File: config.mk
export PLATFORM = sky130hd
export DESIGN_NAME = block_shuffle_pipe_flat
export DESIGN_NICKNAME = d
export VERILOG_FILES = /design/src/rtl/block_shuffle_pipe_if.sv /design/src/rtl/block_shuffle_pipe.sv /design/src/flat_wrapper.sv
export SDC_FILE = /design/constraint.sdc
export NUM_CORES = 1
export LEC_CHECK = 0
export BUFFER_PORTS_ARGS = -buffer_cell sky130_fd_sc_hd__buf_2
export CAP_MARGIN = 10
export CORE_MARGIN = 8
export CORE_UTILIZATION = 43
export DETAILED_ROUTE_END_ITERATION = 8
export GPL_ROUTABILITY_DRIVEN = 0
export PLACE_DENSITY = 0.78
export SKIP_LAST_GASP = 1
export SYNTH_ARGS = -nofsm -noshare
export SYNTH_HDL_FRONTEND = slang
export SYNTH_SLANG_ARGS = --single-unit
File: constraint.sdc
create_clock -name clk_i -period 1 [get_ports clk_i]
set_input_delay 0.05 -clock clk_i [delete_from_list [all_inputs] [get_ports clk_i]]
set_output_delay 0.05 -clock clk_i [all_outputs]
set_load 0.01 [all_outputs]
File: src/rtl/block_shuffle_pipe_if.sv
// block_shuffle_pipe_if: valid/ready stream carrying a data block and its shuffle-mode bit
interface block_shuffle_pipe_if #(
    parameter int DATA_W = 64
) ();
    logic              valid;
    logic              ready;
    logic              inv;
    logic [DATA_W-1:0] data;

    modport master (output valid, data, inv, input ready);
    modport slave  (input valid, data, inv, output ready);
endinterface

File: src/rtl/block_shuffle_pipe.sv
// block_shuffle_pipe: per-word lane rotation (forward/inverse) feeding an elastic valid/ready pipeline
module block_shuffle_pipe #(
    parameter int DATA_W = 64,
    parameter int WORD_W = 16,
    parameter int LANE_W = 4,
    parameter int SHIFT  = 2,
    parameter int STAGES = 1
) (
    input  logic                         clk_i,
    input  logic                         rst_ni,
    block_shuffle_pipe_if.slave          src,
    block_shuffle_pipe_if.master         dst,
    output logic [$clog2(STAGES+1)-1:0]  count_o
);
    localparam int NW = DATA_W / WORD_W;
    localparam int NL = WORD_W / LANE_W;
    localparam int R  = SHIFT * LANE_W;
    localparam int CW = $clog2(STAGES + 1);

    if (LANE_W < 1 || WORD_W < LANE_W || WORD_W % LANE_W != 0) begin : g_bad_lane
        $error("block_shuffle_pipe: WORD_W must be a positive multiple of LANE_W");
    end
    if (DATA_W < WORD_W || DATA_W % WORD_W != 0) begin : g_bad_word
        $error("block_shuffle_pipe: DATA_W must be a positive multiple of WORD_W");
    end
    if (SHIFT < 0 || SHIFT >= NL) begin : g_bad_shift
        $error("block_shuffle_pipe: SHIFT must lie in 0 .. WORD_W/LANE_W-1");
    end
    if (STAGES < 1) begin : g_bad_stages
        $error("block_shuffle_pipe: STAGES must be at least 1");
    end

    logic [DATA_W-1:0] shuf;
    logic [WORD_W-1:0] w;
    logic [STAGES-1:0] vld;
    logic [STAGES-1:0] mode;
    logic [STAGES-1:0] ld;
    logic [DATA_W-1:0] dat [STAGES];
    logic [STAGES:0]   prv_vld;
    logic [STAGES:0]   prv_mode;
    logic [DATA_W-1:0] prv_dat [STAGES+1];
    logic              full;
    logic              acc;
    logic              leave;

    // rotate every word by R bits; shifting by the full word width yields zero, so SHIFT=0 passes through
    always_comb begin
        shuf = '0;
        w    = '0;
        for (int k = 0; k < NW; k++) begin
            w = data_word(k);
            shuf[k*WORD_W +: WORD_W] = src.inv ? ((w >> R) | (w << (WORD_W - R)))
                                               : ((w << R) | (w >> (WORD_W - R)));
        end
    end

    function automatic logic [WORD_W-1:0] data_word(input int k);
        return src.data[k*WORD_W +: WORD_W];
    endfunction

    // a stage loads when the downstream accepts or any stage from here to the output is empty
    always_comb begin
        full = 1'b1;
        ld   = '0;
        for (int s = STAGES - 1; s >= 0; s--) begin
            full  = full & vld[s];
            ld[s] = dst.ready | ~full;
        end
    end

    // source of each stage; input data is zeroed when not valid so idle slots never carry junk
    always_comb begin
        prv_vld[0]  = src.valid;
        prv_mode[0] = src.valid & src.inv;
        prv_dat[0]  = src.valid ? shuf : '0;
        for (int s = 0; s < STAGES; s++) begin
            prv_vld[s+1]  = vld[s];
            prv_mode[s+1] = mode[s];
            prv_dat[s+1]  = dat[s];
        end
    end

    // stage registers advance independently, squeezing out bubbles
    always_ff @(posedge clk_i or negedge rst_ni) begin
        if (!rst_ni) begin
            vld  <= '0;
            mode <= '0;
            for (int s = 0; s < STAGES; s++) dat[s] <= '0;
        end else begin
            for (int s = 0; s < STAGES; s++) begin
                if (ld[s]) begin
                    vld[s]  <= prv_vld[s];
                    mode[s] <= prv_mode[s];
                    dat[s]  <= prv_dat[s];
                end
            end
        end
    end

    assign acc   = src.valid & ld[0];
    assign leave = vld[STAGES-1] & dst.ready;

    // occupancy tracks accepts minus departures
    always_ff @(posedge clk_i or negedge rst_ni) begin
        if (!rst_ni) count_o <= '0;
        else         count_o <= count_o + CW'(acc) - CW'(leave);
    end

    assign src.ready = ld[0];
    assign dst.valid = vld[STAGES-1];
    assign dst.data  = dat[STAGES-1];
    assign dst.inv   = mode[STAGES-1];
endmodule
File: src/flat_wrapper.sv
// flat-port wrapper written by rule: the top's interface ports become plain ports
module block_shuffle_pipe_flat 
#(
    parameter int DATA_W = 64,
    parameter int WORD_W = 16,
    parameter int LANE_W = 4,
    parameter int SHIFT  = 2,
    parameter int STAGES = 1
)
  (clk_i, rst_ni, count_o, src_valid, src_data, src_inv, src_ready, dst_valid, dst_data, dst_inv, dst_ready);
  block_shuffle_pipe_if #(.DATA_W(DATA_W)) src_i ();
  block_shuffle_pipe_if #(.DATA_W(DATA_W)) dst_i ();
  input  logic clk_i;
  input  logic rst_ni;
  output logic [$clog2(STAGES+1)-1:0] count_o;
  input wire logic [$bits(src_i.valid)-1:0] src_valid;
  input wire logic [$bits(src_i.data)-1:0] src_data;
  input wire logic [$bits(src_i.inv)-1:0] src_inv;
  output wire logic [$bits(src_i.ready)-1:0] src_ready;
  output wire logic [$bits(dst_i.valid)-1:0] dst_valid;
  output wire logic [$bits(dst_i.data)-1:0] dst_data;
  output wire logic [$bits(dst_i.inv)-1:0] dst_inv;
  input wire logic [$bits(dst_i.ready)-1:0] dst_ready;
  assign src_i.valid = src_valid;
  assign src_i.data = src_data;
  assign src_i.inv = src_inv;
  assign src_ready = src_i.ready;
  assign dst_valid = dst_i.valid;
  assign dst_data = dst_i.data;
  assign dst_inv = dst_i.inv;
  assign dst_i.ready = dst_ready;
  block_shuffle_pipe #(.DATA_W(DATA_W), .WORD_W(WORD_W), .LANE_W(LANE_W), .SHIFT(SHIFT), .STAGES(STAGES)) u_core (.clk_i(clk_i), .rst_ni(rst_ni), .src(src_i), .dst(dst_i), .count_o(count_o));
endmodule
==> results of run 1 <==
stage by stage:
stage | hold WS, ns | instances
3_5_place_dp | 0.09523 | 512
2_1_floorplan | -0.2456 | 353
6_report | 0.02787 | 599
5_1_grt | 0.04903 | 599
4_1_cts | 0.03713 | 596
3_3_place_gp | 0.09032 | 512
Yosys cell counts (all sizes together):
| cell type | count |
|---|---|
| nand2 | 131 |
| buf | 84 |
| dfrtp | 67 |
| nand3 | 65 |
| clkbuf | 1 |
| inv | 1 |
| mux2i | 1 |
| nand2b | 1 |
| nor2b | 1 |
| xor2 | 1 |
what timing repair did:
item                                   4_1_cts  5_1_grt
pin swaps                                    0        0
setup endpoints to repair                   67       69
resized for setup                            5        7
endpoints found under the hold margin      132        0
hold buffers                                66        0
buffers inserted                             3        1
gates cloned                                 0        2
area by class of cell:
type	instances	area [µm²]
fill	600	2736
clock buffer	12	135.1
tap	99	123.9
sequential	67	1677
timing repair buffer	217	1587
multi-input combinational	200	870.8
inverter	1	6.256
clock inverter	3	40.04
cell usage in the layout, fill, tap and decap left out, types with 3 or more instances in the layout:
cell type / netlist / routed
clkbuf_1: 1 / 3
clkbuf_8: 0 / 9
buf_12: 0 / 7
nand3_1: 65 / 62
buf_4: 70 / 4
nand3_2: 0 / 3
nand2_1: 131 / 131
buf_6: 4 / 4
buf_2: 9 / 134
dlygate4sd3_1: 0 / 66
dfrtp_1: 67 / 67
cells by family after synthesis:
logic type | synth area share, %
and+or+nand+nor | 26.38
DFF | 53.15
muxes | 0.3173
buffers and inverters | 19.87
xor gates and xnor gates | 0.2777
power by group:
group          internal, µW  switching, µW  leakage, µW
Clock                  1130            938    0.0000902
Combinational           664            678      0.00156
Sequential             2950            135     0.000864
Total                  4750           1750      0.00251
metal layers:
| metal | wire length, µm | up-vias | GRT usage (%) |
|---|---|---|---|
| met5 | 0 | - | 0 |
| met4 | 136 | 0 | 6.758 |
| met3 | 816 | 14 | 5.430 |
| met2 | 4684 | 112 | 30.63 |
| met1 | 3370 | 1271 | 18.35 |
| li1 | - | 1333 | - |
flip-flops by register name, indices dropped and copies added (netlist names):
register,cells
u_core.dst.data,64
u_core.dst.valid,1
u_core.dst.inv,1
u_core.count_o,1
critical path: stages (launching register included):
cell,delay [ns]
dfrtp_1,0.36
nor2b_4,0.18
inv_4,0.05
buf_12,0.12
buf_6,0.11
how the worst max path moves through the flow:
stage	startpoint	endpoint	slack (ns)
floorplan	u_core.dst.valid	u_core.dst.data[20]	-0.11
global placement	u_core.dst.valid	u_core.dst.data[13]	-0.04
detailed placement	u_core.dst.valid	u_core.dst.data[50]	-0.08
CTS	u_core.dst.valid	src_ready	-0.20
global route	u_core.dst.valid	src_ready	-0.26
finish	u_core.dst.valid	src_ready	-0.20
==> impl_metrics.py, run 1 <==
metrics = {
    "status": {
        "outcome": "complete, but fails checks",
        "violations": "negative setup slack",
    },
    "cts": {
        "cts_made_buffers": 9,
        "clock-root-buffer": "clkbuf_8",
        "htree_num_levels": 3,
        "path_clk_slew_ns": 0.07,
        "cts_buffer_depth": 2,
        "tritoncts": "yes",
        "clk_latency_ns": 0.32,
        "cts.sinks": 67,
    },
    "yosys": {
        "syn_nets": 422,
        "seq_area_frac_synth_pct": 53.15,
        "synth_area_um2": 3154,
        "synth.area.top_cells": "dfrtp_1 53%, buf_4 17%, nand2_1 16%",
        "netlist_instances": 353,
        "netlist-cell-type-count": 13,
        "synth_top_cell_by_area": "dfrtp_1",
        "yosysTopAreaCellShare_pct": 53.15,
        "yosys_warnings": 0,
        "ys_seq_elements": 67,
        "avgSynthCellArea_um2": 8.936,
    },
    "floorplan": {
        "ios": 137,
        "initial_core_util_pct": 43.96,
        "fp.coreArea_um2": 7176,
        "die_w_um": 101.6,
        "num_rows": 31,
        "fp.dieH_um": 101.6,
        "dieArea_um2": 10330,
    },
    "sta": {
        "fin_worst_skew_ns": 0.007398,
        "slew_headroom_pct": 76.28,
        "rsz0062_at_grt": "yes",
        "worst_slack_ns": -0.2004,
        "post-route-min-period_ns": 1.200,
        "tightest_slew_ns": 0.3558,
        "maxSlewViolCount": 0,
        "fin_crit_sh_pct": 120.0,
        "clock.fmax_mhz": 833.1,
        "setup_violations": 69,
        "setup_tns_ns": -11.24,
        "hold_viol_final": 0,
    },
    "setup_path": {
        "worstReg2RegEnd": "u_core.dst.data[50]",
        "worstPathMaxFanout": 2,
        "r2r_setup_slack_ns": -0.19,
        "cp-start-kind": "flip-flop",
        "cp.required_ns": 0.95,
        "cp.arrival_ns": 1.15,
        "rr_startpoint": "u_core.dst.valid",
        "cp-end-kind": "output pin",
        "r2r_cells": 6,
        "worstSetupPathType": "flip-flop to output pin",
    },
    "final_layout": {
        "num_antenna_cells": 0,
        "drive_gt1_share_pct": 33.60,
        "stdcell_area_um2": 4439,
        "fin_util_pct": 61.87,
        "area_delta_synth_final_pct": 40.74,
        "nets": 565,
    },
    "min_path": {
        "min_to": "u_core.dst.data[53]",
        "hold_start": "src_valid",
        "hold_class": "input port to flip-flop",
        "hold_depth": 3,
    },
    "global_routing": {
        "antenna_found_initial": 0,
        "grt_pass1_vias": 2835,
        "grt_pass1_wl_mm": 13.94,
        "track_usage_pct": 17.17,
        "grt_start_max_net_pins": 68,
        "grt_overflow": 0,
    },
    "pwr": {
        "ir_worst_vdd_mv": 0.8859,
        "power_density_nw_per_um2": 1464,
        "p_leak_uw": 0.002510,
        "power_uw": 6499,
    },
    "routing": {
        "drc": 0,
        "ant_nets": 0,
        "drt_pass1_iterations": 4,
        "routed_wl_mm": 9.008,
        "wl_per_cell_um": 15.04,
        "drt-initial-drc-count": 83,
        "via_per_inst": 4.558,
        "vias": 2730,
    },
    "run": {
        "drv_cap": 0,
    },
    "placed_design": {
        "place_worst_setup_slack_ns": -0.08250,
        "placed_area_um2": 3483,
        "portBuffers": 136,
        "place_hpwl_mm": 5.334,
    },
}
(Power assumes the default switching activity.)
==> run 2: changes to the inputs <==
RECOVER_POWER = 100   (was default)
==> run 2 against run 1 <==
The flow still finishes with violations (negative setup slack). Worst hold slack gained 0.0017 ns. Sequential share of layout area increased by 0.64 points. Routed wire length rose by 0.79%. Flip-flop and latch count stayed put. Power fell by 0.76%. Critical endpoint unchanged. Highest routed layer unchanged.
==> impl_metrics.py, run 2 (synthesis results as in run 1) <==
metrics = {
    "cts": {
        "tritoncts": "yes",
        "cts_made_buffers": 9,
        "clk_latency_ns": 0.32,
        "cts.sinks": 67,
        "cts_buffer_depth": 2,
        "path_clk_slew_ns": 0.07,
        "htree_num_levels": 3,
        "clock-root-buffer": "clkbuf_8",
    },
    "final_layout": {
        "nFillCells": 634,
        "drive_gt1_share_pct": 23.20,
        "nets": 565,
        "final_cell_mix": "131 x nand2_1, 68 x buf_2, 67 x dfrtp_1",
        "area_delta_synth_final_pct": 38.40,
        "stdcell_area_um2": 4365,
        "fin_util_pct": 60.84,
        "largest_reg_flops": 64,
        "layout_commonest_cell": "nand2_1",
        "num_antenna_cells": 0,
    },
    "floorplan": {
        "ios": 137,
        "num_rows": 31,
        "dieArea_um2": 10330,
        "fp.dieH_um": 101.6,
        "fp.coreArea_um2": 7176,
        "die_w_um": 101.6,
        "initial_core_util_pct": 43.96,
    },
    "setup_path": {
        "cp.required_ns": 0.95,
        "cp.arrival_ns": 1.15,
        "critPathBufInv": 3,
        "worstSetupPathType": "flip-flop to output pin",
        "critPathSlowestCell": "dfrtp_1",
        "path_delay_family": "flip-flops",
        "slowest_delay_ns": 0.37,
        "worstPathMaxFanout": 2,
        "path_cells": "nor2b_4 -> inv_4 -> buf_12 -> buf_6",
        "cp-start-kind": "flip-flop",
        "cp-end-kind": "output pin",
    },
    "sta": {
        "maxSlewViolCount": 0,
        "fin_worst_skew_ns": 0.006441,
        "setup_tns_ns": -11.22,
        "setup_violations": 69,
        "hold_viol_final": 0,
        "whs_ns": 0.02959,
        "post-route-min-period_ns": 1.200,
        "fin_crit_sh_pct": 120.0,
        "slew_headroom_pct": 60.25,
        "worst_slack_ns": -0.1999,
        "rsz0062_at_grt": "yes",
        "clock.fmax_mhz": 833.4,
        "tightest_slew_ns": 0.5962,
    },
    "pwr": {
        "power_density_nw_per_um2": 1477,
        "p_leak_uw": 0.002313,
        "ir_worst_vdd_mv": 0.8766,
        "power_uw": 6450,
    },
    "global_routing": {
        "antenna_found_initial": 0,
        "grt_pass1_vias": 2835,
        "track_usage_pct": 17.17,
        "grt_pass1_wl_mm": 13.94,
        "grt_overflow": 0,
        "grt_start_max_net_pins": 68,
    },
    "routing": {
        "vias": 2767,
        "drt-initial-drc-count": 89,
        "drt_pass1_iterations": 4,
        "drc": 0,
        "ant_nets": 0,
        "wl_per_cell_um": 15.16,
        "via_per_inst": 4.619,
        "routed_wl_mm": 9.079,
    },
    "run": {
        "drv_cap": 0,
    },
    "min_path": {
        "hold_class": "input port to flip-flop",
    },
    "placed_design": {
        "place_hpwl_mm": 5.334,
        "portBuffers": 136,
        "placed_area_um2": 3483,
    },
    "status": {
        "outcome": "complete, but fails checks",
        "violations": "negative setup slack",
    },
}
[run 2: timing repair]
| action | 4_1_cts | 5_1_grt |
|---|---|---|
| gates resized for setup | 5 | 7 |
| cloned | 0 | 2 |
| pin swaps | 0 | 0 |
| buffers inserted | 3 | 1 |
| endpoints found under the setup margin | 67 | 69 |
| hold endpoints to repair | 132 | 0 |
| hold buffers | 66 | 0 |
[run 2: layout make-up]
class	instances	area [µm²]	area share (%)
sequential	67	1677	38.41
clock buffer	12	135.1	3.095
timing repair buffer	217	1513	34.65
multi-input combinational	200	870.8	19.95
clock inverter	3	40.04	0.9172
tap	99	123.9	2.837
inverter	1	6.256	0.1433
[run 2: where the power goes]
| group | switching [µW] | internal, µW | total, µW |
|---|---|---|---|
| registers | 143 | 2950 | 3100 |
| clock network | 933 | 1130 | 2070 |
| logic | 677 | 610 | 1290 |
| total | 1750 | 4700 | 6450 |
[run 2: path summary, 6_finish.rpt]
| check | start | end | slack [ns] | depth (start not counted) |
|---|---|---|---|---|
| worst max-delay path | u_core.dst.valid | src_ready | -0.20 | 4 |
| worst min-delay path | src_valid | u_core.dst.data[53] | 0.03 | 3 |
| worst max register to register | u_core.dst.valid | u_core.dst.data[50] | -0.19 | 6 |
| worst min register to register | u_core.dst.data[18] | u_core.dst.data[18] | 0.47 | 2 |
| max in group asynchronous | rst_ni | u_core.dst.data[23] | 0.23 | 3 |
| min in group asynchronous | rst_ni | u_core.dst.data[59] | 0.33 | 3 |
[run 2: routing by layer]
layer	GRT usage, %	vias to the layer above	wire, µm	share of wire [%]
li1	-	1333	-	-
met1	18.35	1289	3427	38
met2	30.63	131	4693	52
met3	5.430	14	821	9.0
met4	6.758	0	137	1.5
met5	0	-	0	0
[run 2: worst reg2reg max path: stages, from the launching register on]
cell	delay [ns]
dfrtp_1	0.37
nor2b_4	0.19
inv_4	0.05
buf_4	0.17
buf_12	0.15
nand3_1	0.09
nand2_1	0.06
[run 2: stage by stage]
stage,std cells,setup WS [ns]
after floorplan,353,-0.1126
after global placement,512,-0.03962
after detailed placement,512,-0.08250
after CTS,596,-0.2031
after global routing,599,-0.2571
final,599,-0.1999
